File: src/rtl/ifetch_pkg.sv
// Shared fetch-stage definitions: widths, PC select codes, fetch states, PC command payload.
package ifetch_pkg;

    localparam int unsigned AW = 16;
    localparam int unsigned DW = 16;
    localparam int unsigned OW = 8;

    // Next-value select understood by the program counter
    typedef enum logic [1:0] {
        PC_HOLD = 2'b00,
        PC_INC  = 2'b01,
        PC_JMP  = 2'b10,
        PC_REL  = 2'b11
    } pc_ctrl_e;

    typedef enum logic [1:0] {
        S_IDLE = 2'b00,
        S_REQ  = 2'b01,
        S_HOLD = 2'b10,
        S_DROP = 2'b11
    } fetch_state_e;

    typedef struct packed {
        logic            en;
        pc_ctrl_e        ctrl;
        logic [OW-1:0]   offset;
    } pc_cmd_t;

endpackage

File: src/rtl/ifetch_if.sv
// Fetch-stage bus: PC control, instruction memory handshake, IR to decode, branch redirect.
interface ifetch_if;
    import ifetch_pkg::*;

    logic [AW-1:0] pc_in;
    logic          pc_en_out;
    logic [1:0]    pc_ctrl_out;
    logic [OW-1:0] offset_out;
    logic          imem_req;
    logic [AW-1:0] imem_addr;
    logic          imem_ack;
    logic [DW-1:0] imem_data;
    logic [DW-1:0] ir_out;
    logic          ir_valid;
    logic          ir_ready;
    logic          br_taken;
    logic          br_rel;
    logic [OW-1:0] br_offset;

    // Fetch stage side
    modport master (
        input  pc_in, imem_ack, imem_data, ir_ready, br_taken, br_rel, br_offset,
        output pc_en_out, pc_ctrl_out, offset_out, imem_req, imem_addr, ir_out, ir_valid
    );

    // PC / memory / decode / execute side
    modport slave (
        output pc_in, imem_ack, imem_data, ir_ready, br_taken, br_rel, br_offset,
        input  pc_en_out, pc_ctrl_out, offset_out, imem_req, imem_addr, ir_out, ir_valid
    );

endinterface

File: src/rtl/ifetch.sv
// Instruction fetch: latch PC, fetch one word over req/ack, hold it in the IR until decode takes it.
// Drives the PC: increment on an accepted fetch, redirect on a taken branch.
module ifetch
    import ifetch_pkg::*;
(
    input  logic     clk,
    input  logic     rst,
    ifetch_if.master bus
);

    fetch_state_e  state_q, state_d;
    logic [AW-1:0] imem_addr_q, imem_addr_d;
    logic [DW-1:0] ir_q, ir_d;
    logic          ir_valid_q, ir_valid_d;
    logic          imem_req_q, imem_req_d;
    pc_cmd_t       pc_cmd_c;

    // Request is asserted in every state that has a memory access outstanding
    assign imem_req_d = (state_d == S_REQ) || (state_d == S_DROP);

    // State, address and instruction registers
    always_ff @(posedge clk or negedge rst) begin
        if (!rst) begin
            state_q     <= S_IDLE;
            imem_addr_q <= AW'(0);
            ir_q        <= DW'(0);
            ir_valid_q  <= 1'b0;
            imem_req_q  <= 1'b0;
        end else begin
            state_q     <= state_d;
            imem_addr_q <= imem_addr_d;
            ir_q        <= ir_d;
            ir_valid_q  <= ir_valid_d;
            imem_req_q  <= imem_req_d;
        end
    end

    // Next-state, register updates and Mealy PC control; a taken branch overrides everything
    always_comb begin
        state_d         = state_q;
        imem_addr_d     = imem_addr_q;
        ir_d            = ir_q;
        ir_valid_d      = ir_valid_q;
        pc_cmd_c.en     = 1'b0;
        pc_cmd_c.ctrl   = PC_HOLD;
        pc_cmd_c.offset = OW'(0);

        unique case (state_q)
            S_IDLE: begin
                imem_addr_d = bus.pc_in;
                state_d     = S_REQ;
            end
            S_REQ: begin
                if (bus.imem_ack) begin
                    ir_d          = bus.imem_data;
                    ir_valid_d    = 1'b1;
                    pc_cmd_c.en   = 1'b1;
                    pc_cmd_c.ctrl = PC_INC;
                    state_d       = S_HOLD;
                end
            end
            S_HOLD: begin
                if (bus.ir_ready) begin
                    ir_valid_d = 1'b0;
                    state_d    = S_IDLE;
                end
            end
            S_DROP: begin
                if (bus.imem_ack) begin
                    state_d = S_IDLE;
                end
            end
            default: state_d = S_IDLE;
        endcase

        if (bus.br_taken) begin
            pc_cmd_c.en     = 1'b1;
            pc_cmd_c.ctrl   = bus.br_rel ? PC_REL : PC_JMP;
            pc_cmd_c.offset = bus.br_offset;
            ir_d            = ir_q;
            ir_valid_d      = 1'b0;
            // An unacknowledged request must still be drained before the next fetch
            if (((state_q == S_REQ) || (state_q == S_DROP)) && !bus.imem_ack) begin
                state_d = S_DROP;
            end else begin
                state_d = S_IDLE;
            end
        end
    end

    assign bus.imem_req    = imem_req_q;
    assign bus.imem_addr   = imem_addr_q;
    assign bus.ir_out      = ir_q;
    assign bus.ir_valid    = ir_valid_q;
    assign bus.pc_en_out   = pc_cmd_c.en;
    assign bus.pc_ctrl_out = pc_cmd_c.ctrl;
    assign bus.offset_out  = pc_cmd_c.offset;

endmodule

File: src/flat_wrapper.sv
// flat-port wrapper written by rule: the top's interface ports become plain ports
module ifetch_flat import ifetch_pkg::*;
  (clk, rst, bus_pc_in, bus_imem_ack, bus_imem_data, bus_ir_ready, bus_br_taken, bus_br_rel, bus_br_offset, bus_pc_en_out, bus_pc_ctrl_out, bus_offset_out, bus_imem_req, bus_imem_addr, bus_ir_out, bus_ir_valid);
  ifetch_if bus_i ();
  input  logic clk;
  input  logic rst;
  input wire logic [$bits(bus_i.pc_in)-1:0] bus_pc_in;
  input wire logic [$bits(bus_i.imem_ack)-1:0] bus_imem_ack;
  input wire logic [$bits(bus_i.imem_data)-1:0] bus_imem_data;
  input wire logic [$bits(bus_i.ir_ready)-1:0] bus_ir_ready;
  input wire logic [$bits(bus_i.br_taken)-1:0] bus_br_taken;
  input wire logic [$bits(bus_i.br_rel)-1:0] bus_br_rel;
  input wire logic [$bits(bus_i.br_offset)-1:0] bus_br_offset;
  output wire logic [$bits(bus_i.pc_en_out)-1:0] bus_pc_en_out;
  output wire logic [$bits(bus_i.pc_ctrl_out)-1:0] bus_pc_ctrl_out;
  output wire logic [$bits(bus_i.offset_out)-1:0] bus_offset_out;
  output wire logic [$bits(bus_i.imem_req)-1:0] bus_imem_req;
  output wire logic [$bits(bus_i.imem_addr)-1:0] bus_imem_addr;
  output wire logic [$bits(bus_i.ir_out)-1:0] bus_ir_out;
  output wire logic [$bits(bus_i.ir_valid)-1:0] bus_ir_valid;
  assign bus_i.pc_in = bus_pc_in;
  assign bus_i.imem_ack = bus_imem_ack;
  assign bus_i.imem_data = bus_imem_data;
  assign bus_i.ir_ready = bus_ir_ready;
  assign bus_i.br_taken = bus_br_taken;
  assign bus_i.br_rel = bus_br_rel;
  assign bus_i.br_offset = bus_br_offset;
  assign bus_pc_en_out = bus_i.pc_en_out;
  assign bus_pc_ctrl_out = bus_i.pc_ctrl_out;
  assign bus_offset_out = bus_i.offset_out;
  assign bus_imem_req = bus_i.imem_req;
  assign bus_imem_addr = bus_i.imem_addr;
  assign bus_ir_out = bus_i.ir_out;
  assign bus_ir_valid = bus_i.ir_valid;
  ifetch u_core (.clk(clk), .rst(rst), .bus(bus_i));
endmodule
File: config.mk
export PLATFORM = sky130hd
export DESIGN_NAME = ifetch_flat
export DESIGN_NICKNAME = d
export VERILOG_FILES = /design/src/rtl/ifetch_pkg.sv /design/src/rtl/ifetch_if.sv /design/src/rtl/ifetch.sv /design/src/flat_wrapper.sv
export SDC_FILE = /design/constraint.sdc
export NUM_CORES = 1
export LEC_CHECK = 0
export CAP_MARGIN = 20
export CORE_MARGIN = 2
export CORE_UTILIZATION = 33
export CTS_CLUSTER_SIZE = 24
export DETAILED_ROUTE_END_ITERATION = 10
export PLACE_DENSITY = 0.76
export SYNTH_ARGS = -nofsm -noshare
export SYNTH_HDL_FRONTEND = slang
export SYNTH_SLANG_ARGS = --single-unit
File: constraint.sdc
create_clock -name clk -period 1.4 [get_ports clk]
set_clock_uncertainty 0.05 [all_clocks]
set_input_delay 0.28 -clock clk [delete_from_list [all_inputs] [get_ports clk]]
set_output_delay 0.28 -clock clk [all_outputs]
set_load 0.02 [all_outputs]
==> metrics.md <==
| Metric | Value |
|---|---|
| Initial core utilization | about a third |
| Total Power | 0.00540 W |
| TNS Setup | -0.481 ns |
| Worst slew pin tran | 0.347 ns |
| Clock latency on the worst-skew pair | approximately 0.28 ns |
| Post-Syn Nets | 142 |
| Setup ws final | -0.0627 ns |
| Status | complete, but fails checks |
| Mapped Cells | 96 |
| Core box area | approximately 4400 µm² |
| FF+latch count, synth | 35 |
| First-pass GRT wire length | around 6.4 mm |
| Final std cells w/o fill | ~250 |
| Total gr overflow | 0 |
| IO Pins | 91 |
| Die X-Extent | 71.2 µm |
| CTS Buffer Depth | 2 |
| Beginning of the critical path | u_core.bus.imem_req$_DFF_PN0_ |
| Crit path capture | bus_pc_ctrl_out[0] |
| Initial antenna violation count | 0 |
| Fmax | 684 MHz |
| Die Y | 71.2 µm |
| First-pass DRT Iterations | 4 |
| Detailed Route WL | 4.12 mm |
| Placed cells | 240 |
| CTS Buf Count | 5 |
| Die area | between 5000 and 6000 µm² |
| Routed Antenna Nets | 0 |
| CTS tree | built |
| Share of the yosys chip area belonging to registers | 58.8% |
| Final-report setup violation count | 18 |
| R2r worst-path depth | 5 |
| Arr. time, crit path | between 1 and 1.5 ns |
| Hpwl dp | 2.96 mm |
| Syn avg cell area | 15.5 µm² |
| Via count | roughly 1200 |
| Maximum vdd ir drop | 1.23 mV |
| Max-Cap Viols | 0 |
| Worst-path clk slew | about 0.07 ns |
| Setup crit end kind | output pin |
| Final Cycle Share | 104% |
| Critical path type | flop to output pin |
| Post-layout net count | 246 |
| CTS sink count | 35 |
| Final Hold Fails | 0 |
| Failing checks | setup timing |
| Diode count | 0 |
| Number of unique standard cell types used by synthesis | 21 |
| Util after Layout | 61.4% |
| RD Place Congestion | 0.767 |
| Worst-case headroom to the max-slew limit | 76.9% |
| Fraction of layout instances using a drive strength above 1 | 34.3% |
| Commonest non-fill, non-tap cells in the layout | 42 x clkdlybuf4s50_1, 36 x dlygate4sd2_1, 34 x dfrtp_1 |
| Period minus WS final | 1.46 ns |
| Largest net degree at the start of global routing | 23 |
| Max-slew violation count | 0 |
| # rows | 24 |
| H-Tree Level Count | 2 |
| Reg2reg setup slack | -0.04 ns |
| Post-DP Area | between 2000 and 2500 µm² |
| Ys Warns | 0 |
| Initial drt markers | 14 |
| Wirelength per Cell | 16.3 µm |
| Crit path max fanout | 2 |
| R2r endpoint | u_core.bus.ir_out[1]$_DFFE_PN0P_ |
| R2r startpoint | u_core.bus.imem_req$_DFF_PN0_ |
| Cell area after layout | approximately 2700 µm² |
| Root buf cell | clkbuf_8 |
| Tot GR Track Use | 16.4% |
| WP data required | 1.07 ns |
| Post-DR vias/cell | 4.64 |
| Worst hold path class | input pin to asynchronous set/reset pin |
| Crit start category | flop |
| Vias in the first global route | 1292 |
| Unrepaired setup endpoints after global routing | true |
| Leakage power | 1.28 nW |
| Most common cell after layout, fill and taps aside | clkdlybuf4s50_1 |
| Area Overhead vs Synth | 79.6% |
| Residual DRC | 0 |
| Power density cells | 2020 nW/µm² |
| Cell Area, Synth | roughly 1500 µm² |
| PortBufs | 90 |
-- synth_stat cells --
| master | number | area share [%] |
|---|---|---|
| a211o_1 | 1 | 0.59 |
| a21o_1 | 1 | 0.50 |
| a21oi_1 | 1 | 0.34 |
| a2bb2oi_1 | 1 | 0.59 |
| and2_1 | 8 | 3.4 |
| buf_12 | 1 | 1.3 |
| buf_4 | 2 | 1.0 |
| buf_6 | 2 | 1.5 |
| clkbuf_1 | 1 | 0.25 |
| dfrtp_1 | 35 | 59 |
| mux2_2 | 24 | 18 |
| mux2_4 | 8 | 8.1 |
| nand2_1 | 1 | 0.25 |
| nand2_4 | 1 | 0.76 |
| nand2b_1 | 1 | 0.42 |
| nor2_1 | 2 | 0.50 |
| nor2_2 | 1 | 0.42 |
| nor3_4 | 1 | 1.1 |
| o21bai_1 | 1 | 0.50 |
| o31ai_1 | 2 | 1.0 |
| or2b_1 | 1 | 0.50 |
-- routing by layer --
layer / up-vias / share of wire [%] / track usage, %
met1: 565 / 37 / 17.5
met2: 66 / 52 / 28.5
met5: - / 0 / 0
li1: 536 / - / -
met3: 7 / 10 / 7.69
met4: 0 / 1.5 / 5.66
-- report_power, final --
group / switching, W / internal (W) / leakage, nW / total, W
Sequential: 0.000287 / 0.00151 / 0.415 / 0.00180
Clock: 0.000353 / 0.000345 / 0.0402 / 0.000698
Combinational: 0.00134 / 0.00156 / 0.826 / 0.00290
-- kinds of logic after synthesis --
kind of cell / share of synthesized area (%)
compound gates: 3.53
buf+inv: 4.12
flops: 58.8
mux: 26.2
simple gates: 7.31
-- critical path, stage by stage (launching register included) --
cell and delay [ns]:
dfrtp_2 0.43, nand2_4 0.08, nor3_4 0.05, a21o_4 0.18, buf_6 0.12
-- area by class of cell --
cell class | count | area (µm²)
Tap cell | 52 | 65.1
Multi-Input combinational cell | 55 | 651
Clock buffer | 5 | 68.8
Sequential cell | 35 | 877
Clock inverter | 3 | 20.0
Timing Repair Buffer | 103 | 992
Fill cell | 363 | 1680
-- flip-flops by register name (all words and copies together), names as in the netlist --
register	cells
u_core.state_q	1
u_core.bus.imem_addr	16
u_core.bus.ir_out	16
u_core.bus.imem_req	1
u_core.bus.ir_valid	1
-- how the worst min path moves through the flow --
| stage | to | slack, ns | startpoint | cells past startpoint |
|---|---|---|---|---|
| 2_1_floorplan | u_core.bus.imem_addr[0]$_DFFE_PN0N_ | -0.07 | rst | 0 |
| 3_3_place_gp | u_core.bus.ir_out[0]$_DFFE_PN0P_ | 0.14 | rst | 1 |
| 3_5_place_dp | u_core.bus.ir_out[0]$_DFFE_PN0P_ | 0.15 | rst | 1 |
| 4_1_cts | u_core.bus.ir_out[5]$_DFFE_PN0P_ | 0.38 | rst | 2 |
| 5_1_grt | u_core.bus.ir_out[4]$_DFFE_PN0P_ | 0.42 | rst | 2 |
| 6_report | u_core.bus.ir_out[15]$_DFFE_PN0P_ | 0.40 | rst | 2 |
-- stage by stage --
stage	setup WS [ns]	hold WS, ns
2_1_floorplan	-0.221	-0.0656
3_3_place_gp	-0.691	0.143
3_5_place_dp	-0.703	0.151
4_1_cts	-0.150	0.381
5_1_grt	-0.116	0.420
6_report	-0.0627	0.399
-- repair_timing --
action,in CTS,in global routing
hold endpoints to repair,13,0
setup buffers,0,1
pin swaps,2,3
cloned,2,1
hold buffers,1,0
resized for setup,99,18
endpoints found under the setup margin,77,34
Power figures use the tool's default switching activity.
